--- src/rtl/uart_pkg.sv ---
// uart_pkg: definitions shared by the UART driver, the frame FIFO and the benches.
//   - DEFAULT_NUM_DATA_BITS : default data word width
//   - SYS_CLK / BAUD_RATE   : clocking assumptions used to derive bit timing
//   - BIT_DURATION          : sys_clk cycles per UART bit
//   - FRAME_BITS            : start + 8 data + stop bits on the line
//   - tx_state_e            : TX handshake FSM states
package uart_pkg;

  localparam int DEFAULT_NUM_DATA_BITS = 8;
  localparam int SYS_CLK               = 12_000_000;
  localparam int BAUD_RATE             = 115_200;
  localparam int BIT_DURATION          = SYS_CLK / BAUD_RATE;
  localparam int FRAME_BITS            = 10;

  typedef enum logic [1:0] {
    ST_IDLE   = 2'd0,
    ST_LAUNCH = 2'd1,
    ST_ACK    = 2'd2,
    ST_BUSY   = 2'd3
  } tx_state_e;

endpackage

--- src/rtl/uart_frame_fifo_sync_fifo.sv ---
// sync_fifo: single-clock FIFO with registered read data and registered flags.
//   i_clk       : clock, rising edge
//   i_srst      : synchronous active-high reset
//   i_push      : write request; accepted when not full, or when full with a pop
//   i_push_data : word to write
//   i_pop       : read request; ignored when empty
//   o_rd_data   : head word captured on each accepted pop (holds otherwise)
//   o_count     : occupancy, 0..DEPTH
//   o_empty     : o_count == 0
//   o_full      : o_count == DEPTH
module sync_fifo
  import uart_pkg::*;
#(
  parameter int WIDTH = DEFAULT_NUM_DATA_BITS,
  parameter int DEPTH = 16
) (
  input  logic                       i_clk,
  input  logic                       i_srst,
  input  logic                       i_push,
  input  logic [WIDTH-1:0]           i_push_data,
  input  logic                       i_pop,
  output logic [WIDTH-1:0]           o_rd_data,
  output logic [$clog2(DEPTH+1)-1:0] o_count,
  output logic                       o_empty,
  output logic                       o_full
);

  localparam int AW = $clog2(DEPTH);
  localparam int CW = $clog2(DEPTH + 1);

  logic [WIDTH-1:0] r_mem [DEPTH];
  logic [AW-1:0]    r_wr_ptr;
  logic [AW-1:0]    r_rd_ptr;
  logic [CW-1:0]    r_count;
  logic             r_empty;
  logic             r_full;
  logic [WIDTH-1:0] r_rd_data;

  logic             w_do_pop;
  logic             w_do_push;
  logic [CW-1:0]    w_count_next;

  assign w_do_pop  = i_pop && !r_empty;
  // A full FIFO can still take a word when the head leaves in the same cycle.
  assign w_do_push = i_push && (!r_full || w_do_pop);

  always_comb begin
    w_count_next = r_count;
    if (w_do_push && !w_do_pop) begin
      w_count_next = r_count + CW'(1);
    end else if (w_do_pop && !w_do_push) begin
      w_count_next = r_count - CW'(1);
    end
  end

  // Storage carries no reset so it maps onto RAM.
  always_ff @(posedge i_clk) begin
    if (w_do_push) begin
      r_mem[r_wr_ptr] <= i_push_data;
    end
  end

  always_ff @(posedge i_clk) begin
    if (i_srst) begin
      r_wr_ptr  <= '0;
      r_rd_ptr  <= '0;
      r_count   <= '0;
      r_empty   <= 1'b1;
      r_full    <= 1'b0;
      r_rd_data <= '0;
    end else begin
      // Pointers wrap naturally because DEPTH is a power of two.
      if (w_do_push) begin
        r_wr_ptr <= r_wr_ptr + AW'(1);
      end
      if (w_do_pop) begin
        r_rd_data <= r_mem[r_rd_ptr];
        r_rd_ptr  <= r_rd_ptr + AW'(1);
      end
      r_count <= w_count_next;
      r_empty <= (w_count_next == '0);
      r_full  <= (w_count_next == CW'(DEPTH));
    end
  end

  assign o_rd_data = r_rd_data;
  assign o_count   = r_count;
  assign o_empty   = r_empty;
  assign o_full    = r_full;

endmodule

--- src/rtl/uart_frame_fifo.sv ---
// uart_frame_fifo: store-and-forward buffer between the UART driver RX and TX sides.
//   sys_clk        : clock, rising edge
//   rst            : synchronous active-high reset
//   rx_new_data    : one-cycle pulse, rx_data valid in the same cycle
//   rx_data        : received word
//   tx_ready       : driver TX idle
//   tx_start       : one-cycle transmit request (LAUNCH state only)
//   tx_data        : word to transmit, stable from tx_start until back in IDLE
//   fifo_count     : occupancy
//   fifo_empty     : fifo_count == 0
//   fifo_full      : fifo_count == DEPTH
//   overflow       : sticky, set when a received word was dropped
//   clear_overflow : clears overflow (a simultaneous drop wins)
module uart_frame_fifo
  import uart_pkg::*;
#(
  parameter int NUM_DATA_BITS = DEFAULT_NUM_DATA_BITS,
  parameter int DEPTH         = 16,
  parameter int ACK_TIMEOUT   = 8
) (
  input  logic                       sys_clk,
  input  logic                       rst,
  input  logic                       rx_new_data,
  input  logic [NUM_DATA_BITS-1:0]   rx_data,
  input  logic                       tx_ready,
  output logic                       tx_start,
  output logic [NUM_DATA_BITS-1:0]   tx_data,
  output logic [$clog2(DEPTH+1)-1:0] fifo_count,
  output logic                       fifo_empty,
  output logic                       fifo_full,
  output logic                       overflow,
  input  logic                       clear_overflow
);

  localparam int TW = $clog2(ACK_TIMEOUT + 1);

  tx_state_e     r_state;
  tx_state_e     w_state_next;
  logic [TW-1:0] r_timer;
  logic [TW-1:0] w_timer_next;
  logic          r_overflow;

  logic          w_pop;
  logic          w_drop;

  assign w_pop  = (r_state == ST_IDLE) && !fifo_empty && tx_ready;
  assign w_drop = rx_new_data && fifo_full && !w_pop;

  sync_fifo #(
    .WIDTH (NUM_DATA_BITS),
    .DEPTH (DEPTH)
  ) u_fifo (
    .i_clk       (sys_clk),
    .i_srst      (rst),
    .i_push      (rx_new_data),
    .i_push_data (rx_data),
    .i_pop       (w_pop),
    .o_rd_data   (tx_data),
    .o_count     (fifo_count),
    .o_empty     (fifo_empty),
    .o_full      (fifo_full)
  );

  always_comb begin
    w_state_next = r_state;
    w_timer_next = r_timer;
    case (r_state)
      ST_IDLE: begin
        if (w_pop) begin
          w_state_next = ST_LAUNCH;
        end
      end
      ST_LAUNCH: begin
        w_state_next = ST_ACK;
        w_timer_next = '0;
      end
      ST_ACK: begin
        // A driver that never drops ready is treated as having taken the word.
        if (!tx_ready) begin
          w_state_next = ST_BUSY;
        end else if (r_timer == TW'(ACK_TIMEOUT - 1)) begin
          w_state_next = ST_IDLE;
        end else begin
          w_timer_next = r_timer + TW'(1);
        end
      end
      ST_BUSY: begin
        if (tx_ready) begin
          w_state_next = ST_IDLE;
        end
      end
      default: w_state_next = ST_IDLE;
    endcase
  end

  always_ff @(posedge sys_clk) begin
    if (rst) begin
      r_state    <= ST_IDLE;
      r_timer    <= '0;
      r_overflow <= 1'b0;
    end else begin
      r_state <= w_state_next;
      r_timer <= w_timer_next;
      if (w_drop) begin
        r_overflow <= 1'b1;
      end else if (clear_overflow) begin
        r_overflow <= 1'b0;
      end
    end
  end

  assign tx_start = (r_state == ST_LAUNCH);
  assign overflow = r_overflow;

endmodule

--- config.mk ---
export PLATFORM = sky130hd
export DESIGN_NAME = uart_frame_fifo
export DESIGN_NICKNAME = d
export VERILOG_FILES = /design/src/rtl/uart_pkg.sv /design/src/rtl/uart_frame_fifo_sync_fifo.sv /design/src/rtl/uart_frame_fifo.sv
export SDC_FILE = /design/constraint.sdc
export NUM_CORES = 1
export LEC_CHECK = 0
export BUFFER_PORTS_ARGS = -buffer_cell sky130_fd_sc_hd__buf_2
export CAP_MARGIN = 30
export CORE_MARGIN = 4
export CORE_UTILIZATION = 50
export CTS_BUF_LIST = sky130_fd_sc_hd__clkbuf_8
export CTS_CLUSTER_SIZE = 25
export DETAILED_ROUTE_END_ITERATION = 10
export GPL_TIMING_DRIVEN = 0
export PLACE_DENSITY = 0.76
export SLEW_MARGIN = 10
export SYNTH_ARGS = -nofsm -noshare
export SYNTH_HDL_FRONTEND = slang
export SYNTH_SLANG_ARGS = --single-unit
--- constraint.sdc ---
create_clock -name sys_clk -period 5.1 [get_ports sys_clk]
set_input_delay 0.765 -clock sys_clk [delete_from_list [all_inputs] [get_ports sys_clk]]
set_output_delay 0.765 -clock sys_clk [all_outputs]
set_load 0.02 [all_outputs]
* After elaboration in Yosys (flattened, before gate mapping)
Memories as Yosys holds them, arrays and structs flattened. A register that Yosys moved wholly into a read port is not among the register bits.
Index checks and enable logic that the tools add are counted.
** Word-level totals
- Bits in registers :: 22
- RAM bits :: 128
- Bits of input ports :: 13
- Output and inout port bits :: 17
- Logic and storage cells :: 58
- Memories :: 1
** Memories
- u_fifo.r_mem :: words 16, bits a word 8, rd ports 1, clocked after Yosys merged registers in 1, write ports 1, RTL line uart_frame_fifo_sync_fifo.sv:31 : logic [WIDTH-1:0] r_mem [DEPTH];
** Operators by class
- $add $sub $neg :: 5
- Equal/unequal tests :: 10
- Mux-type cells :: 14
- Reduce and logical (&&, ||, !) cells :: 20
** Operators by type and width (count)
- adder 4 x 1 -> 4 bit, second input constant :: 3
- 2-to-1 mux 5 bit :: 2
- logical AND 1 bit :: 8
- 2-to-1 mux 2 bit :: 4
- 2-to-1 mux 4 bit :: 2
- case mux 2 bit (4 select lines) :: 1
- case mux 4 bit (2 select lines) :: 1
- inequality test 2 bit, second input constant :: 3
- AND reduction 3 bit :: 2
- adder 5 x 1 -> 5 bit, second input constant :: 1
- == test 5 bit, second input constant :: 1
- zero test 1 bit :: 5
- zero test 5 bit :: 1
- subtractor 5 x 1 -> 5 bit, second input constant :: 1
- == test 2 bit, second input constant :: 2
- == test 4 x 3 -> 1 bit, second input constant :: 1
- 2-to-1 mux 1 bit :: 4
- nonzero test 2 bit :: 2
- inequality test 3 bit, second input constant :: 1
- == test 2 x 1 -> 1 bit, second input constant :: 1
- zero test 2 bit :: 1
- inequality test 2 x 1 -> 1 bit, second input constant :: 1
- logical OR 1 bit :: 1

* Depth between registers and ports, before layout
- Depth in word-level cells :: 11
- Gate-level depth with buffers :: 7
- Gate-level depth less buffers :: 7

* Modules after synthesis
Synthesis repeated with hierarchy kept, for this count alone.
** Second synthesis, totals
- Cell total of the unflattened synthesis :: 377
- Area, all modules :: 6354.8 µm²
** By module, submodules not included
- sync_fifo :: instances 1, cells an instance 338, area an instance 6007.0 µm², sequential area each 4304.1 µm²
- uart_frame_fifo :: instances 1, cells an instance 39, area an instance 347.8 µm², sequential area each 140.1 µm²

* Least setup slack after synthesis
OpenSTA, ideal clock, no wires.
- Kind :: input-to-reg
- Start point :: in tx_ready
- End point :: mem u_fifo.r_mem[3][0] (netlist name), enable pin
- Setup time :: 383 ps
- Arrival time :: 2363 ps
- Data required time :: 4717 ps
- Path slack :: 2354 ps
- Stages on the path :: 6
- Buffers on the path :: 2
- Cell sequence :: or4b_1 buf_6 a21oi_4 buf_6 nand2_1 nor3_1
** Between the ends
- Word-level cells in the longest chain between the ends :: 6
** RTL lines
- start: declaration :: RTL line uart_frame_fifo.sv:25 : input logic tx_ready,
- logical AND 1 bit :: RTL line uart_frame_fifo.sv:46 : assign w_pop = (r_state == ST_IDLE) && !fifo_empty && tx_ready;
- logical AND 1 bit :: RTL line uart_frame_fifo_sync_fifo.sv:43 : assign w_do_pop = i_pop && !r_empty;
- logical OR 1 bit :: RTL line uart_frame_fifo_sync_fifo.sv:45 : assign w_do_push = i_push && (!r_full || w_do_pop);
- logical AND 1 bit :: RTL line uart_frame_fifo_sync_fifo.sv:45
- 2-to-1 mux 1 bit :: RTL line uart_frame_fifo_sync_fifo.sv:58 : if (w_do_push) begin
- 2-to-1 mux 1 bit (implied by the code) :: RTL line uart_frame_fifo_sync_fifo.sv:59 : r_mem[r_wr_ptr] <= i_push_data;
- end: declaration :: RTL line uart_frame_fifo_sync_fifo.sv:31
Every way passes these cells.

* Worst setup path after layout
- Start point :: reg r_state[1]
- End point :: mem u_fifo.r_mem[3][6] (netlist name), enable pin
** Between the ends
- Word-level cells in the longest chain between the ends :: 8
** RTL lines
- start: declaration :: RTL line uart_frame_fifo.sv:37 : tx_state_e r_state;
- start signal: assignment :: RTL line uart_frame_fifo.sv:102 : r_state <= w_state_next;
- zero test 2 bit :: RTL line uart_frame_fifo.sv:46
- logical AND 1 bit (2 in a row) :: RTL line uart_frame_fifo.sv:46
- logical AND 1 bit :: RTL line uart_frame_fifo_sync_fifo.sv:43
- logical OR 1 bit :: RTL line uart_frame_fifo_sync_fifo.sv:45
- logical AND 1 bit :: RTL line uart_frame_fifo_sync_fifo.sv:45
- 2-to-1 mux 1 bit :: RTL line uart_frame_fifo_sync_fifo.sv:58
- 2-to-1 mux 1 bit (implied by the code) :: RTL line uart_frame_fifo_sync_fifo.sv:59
Every way passes these cells.

==> out/qor.yml <==
status:
  outcome: "completed"
timing:
  drv_slew: 0
  fmax_mhz: 362
  fin_hold_ws_ns: 0.520
  period_share: 0.541
  timing_worst_slew_pin_value_ns: 0.783
  period_minus_slack_ns: 2.76
  setup_ws_ns: 2.34
  fin_tns_setup_ns: 0
  setup_viol: 0
  relSlewSlack: 0.474
  skew_ns: 0.0110
  hold_viol_final: 0
  rsz0062_at_grt: "false"
worst_setup_path:
  r2r-start: "r_state[1]$_SDFFE_PP0P_"
  crit_type: "register to register"
  crit_fanout: 10
  endpoint_kind: "register"
  start_kind: "register"
  worst_ep_arrival_time_ns: 2.92
  startpoint: "r_state[1]$_SDFFE_PP0P_"
  required_ns: 5.26
place:
  pre_cts_slack_ns: 1.87
  dp_cells: 582
  numPortBuffers: 29
  dp_hpwl_mm: 8.47
  finalWeightedCongestion: 0.802
grt:
  grt_pass1_wl_mm: 19.0
  grt-ovfl-total: 0
  track_usage: 0.181
  antenna_found_initial: 0
  grt_max_degree: 17
  grt_pass1_vias: 3448
layout:
  layout-drive-gt1-share: 0.240
  num_antenna_cells: 0
  syn2layout_area_growth_pct: 12.8
  fin_cells: 614
  layout.nets: 454
yosys:
  synth_top_area_share: 0.612
  yosysMostFrequentCell: "edfxtp_1"
  yosys.area_share.simple: 0.0683
  postSynthAreaPerCell_um2: 16.5
  synth.distinct_cells: 43
  synth_cells: 381
  muxShareOfSynthArea: 0.116
  synth_compound_area_frac: 0.0569
  synth_edf_count: 128
  ys_async_sr_fraction: 0
  synth_common_cells: "edfxtp_1, nor2_1, mux4_2"
  synth_seq_cells: 158
  synth-adder-area-share: 0.0159
  yosysWarningCount: 0
  synth-main-ff-cell: "edfxtp_1"
  synth_area_um2: 6280
  synth-seq-area-share: 0.707
  synth_top_family_by_area: "multiplexers"
  synth_fp_nets: 402
  yosysTopAreaCell: "edfxtp_1"
  synth-xor-area-share: 0.0153
  synth_area_leaders: "edfxtp_1, mux4_2, dfxtp_1"
routing:
  wl_met1_mm: 4.97
  finalWirelength_mm: 12.3
  firstDrtPassIters: 4
  via_count: 3437
  drc: 0
  ant_nets: 0
  drt-wirelength-per-cell_um: 20.1
  highest_layer: "met4"
  viasPerCell: 5.60
  dr_wl_met2_mm: 6.27
  met3WireLength_um: 907
  drt_iter0_drc: 265
worst_hold_path:
  min_path_type: "register to register"
  hp-start: "u_fifo.o_rd_data[0]$_SDFFE_PP0P_"
die:
  rows: 40
  dieWidth_um: 120
  fp.dieH_um: 120
  ios: 30
  start_util: 0.517
  coreArea_um2: 12200
  dieArea_um2: 14400
clock_tree:
  numCtsBuffers: 17
  post_cts_resize_count: 0
  cts.htree.levels: 4
  cts_setup_buffers: 0
  clk_pin_slew_worst_paths_ns: 0.08
  cts-root-buf: "clkbuf_8"
  clkSinkCount: 158
  clk_latency_ns: 0.44
  cts_tree: "built"
  hold_buffers: 0
  clk_path_buf_depth: 2
pwr:
  p_leak_uw: 0.00237
  max-vdd-ir-drop_mv: 0.248
  power.density_nw_per_um2: 384
flow_run:
  drv_cap: 0
-- metrics by stage --
stage	instance area [µm²]	util	power, µW
floorplan	6280	-	1710
finish	7090	0.583	2720
CTS	7090	0.583	2740
global placement	6640	0.546	1800
global route	7090	0.583	2830
detailed placement	6670	0.548	1810
-- worst paths after layout --
path	to	slack, ns	cells after the start
worst max register to register	u_fifo.r_mem[3][6]$_DFFE_PP_	2.34	7
worst min register to register	u_fifo.o_rd_data[0]$_SDFFE_PP0P_	0.52	2
worst max-delay path	u_fifo.r_mem[3][6]$_DFFE_PP_	2.34	7
worst min-delay path	u_fifo.o_rd_data[0]$_SDFFE_PP0P_	0.52	2
-- layout make-up --
cell class,instances,area (µm²)
flip-flops and latches,158,4440
well taps,168,210
plain buffers,21,100
inverters,7,26.3
multi-input cells,195,1710
clock buffers,21,289
clock inverters,11,130
repair buffers,33,175
fillers,905,5070
-- logic make-up (layout without fill, tap and decap cells) --
| logic type | count (synthesis) | after routing |
|---|---|---|
| muxes | 33 | 33 |
| and+or+nand+nor | 89 | 89 |
| adders and majority gates | 8 | 8 |
| buffers and inverters | 28 | 93 |
| DFF | 158 | 158 |
| AOI/OAI and AO/OA | 54 | 54 |
| xor gates and xnor gates | 11 | 11 |
-- power breakdown --
group          switching [µW]  internal (µW)  total (µW)
Clock                     450            492         943
Combinational             190            138         328
Sequential               27.5           1430        1450
Total                     667           2060        2720
-- critical path, cell delays in order (launching register included) --
cell and delay [ns]:
dfxtp_1 0.37, or4b_1 0.56, buf_6 0.16, a21oi_4 0.16, buf_6 0.16, nand2_1 0.16, nor3_1 0.64, buf_4 0.26
-- cells in the final DEF (no fill, tap or decap), types with 3 or more instances in the layout --
cell,count
nor2b_1,4
a22oi_1,16
clkbuf_1,9
buf_2,34
nor2_1,46
xor2_1,8
nand2b_1,3
dfxtp_1,30
nand2_1,13
nor3_1,6
mux4_2,32
xnor2_1,3
buf_4,4
a21oi_1,25
nand3_1,3
clkbuf_8,21
buf_1,5
ha_1,8
edfxtp_1,128
inv_1,8
-- sequential cells by signal (all words and copies together), names as in the netlist --
signal and flops:
u_fifo.o_count 5, u_fifo.o_rd_data 8, u_fifo.r_rd_ptr 4, r_state 2
u_fifo.r_mem 128, u_fifo.r_wr_ptr 4, r_timer 4, u_fifo.o_empty 1
u_fifo.o_full 1, overflow 1
-- per-layer routing --
metal	global-route usage	vias up
met5	0	-
met4	0.0659	0
met3	0.0467	13
met2	0.291	111
met1	0.239	1726
li1	-	1587
No activity file was read; power rests on OpenSTA's default activity.
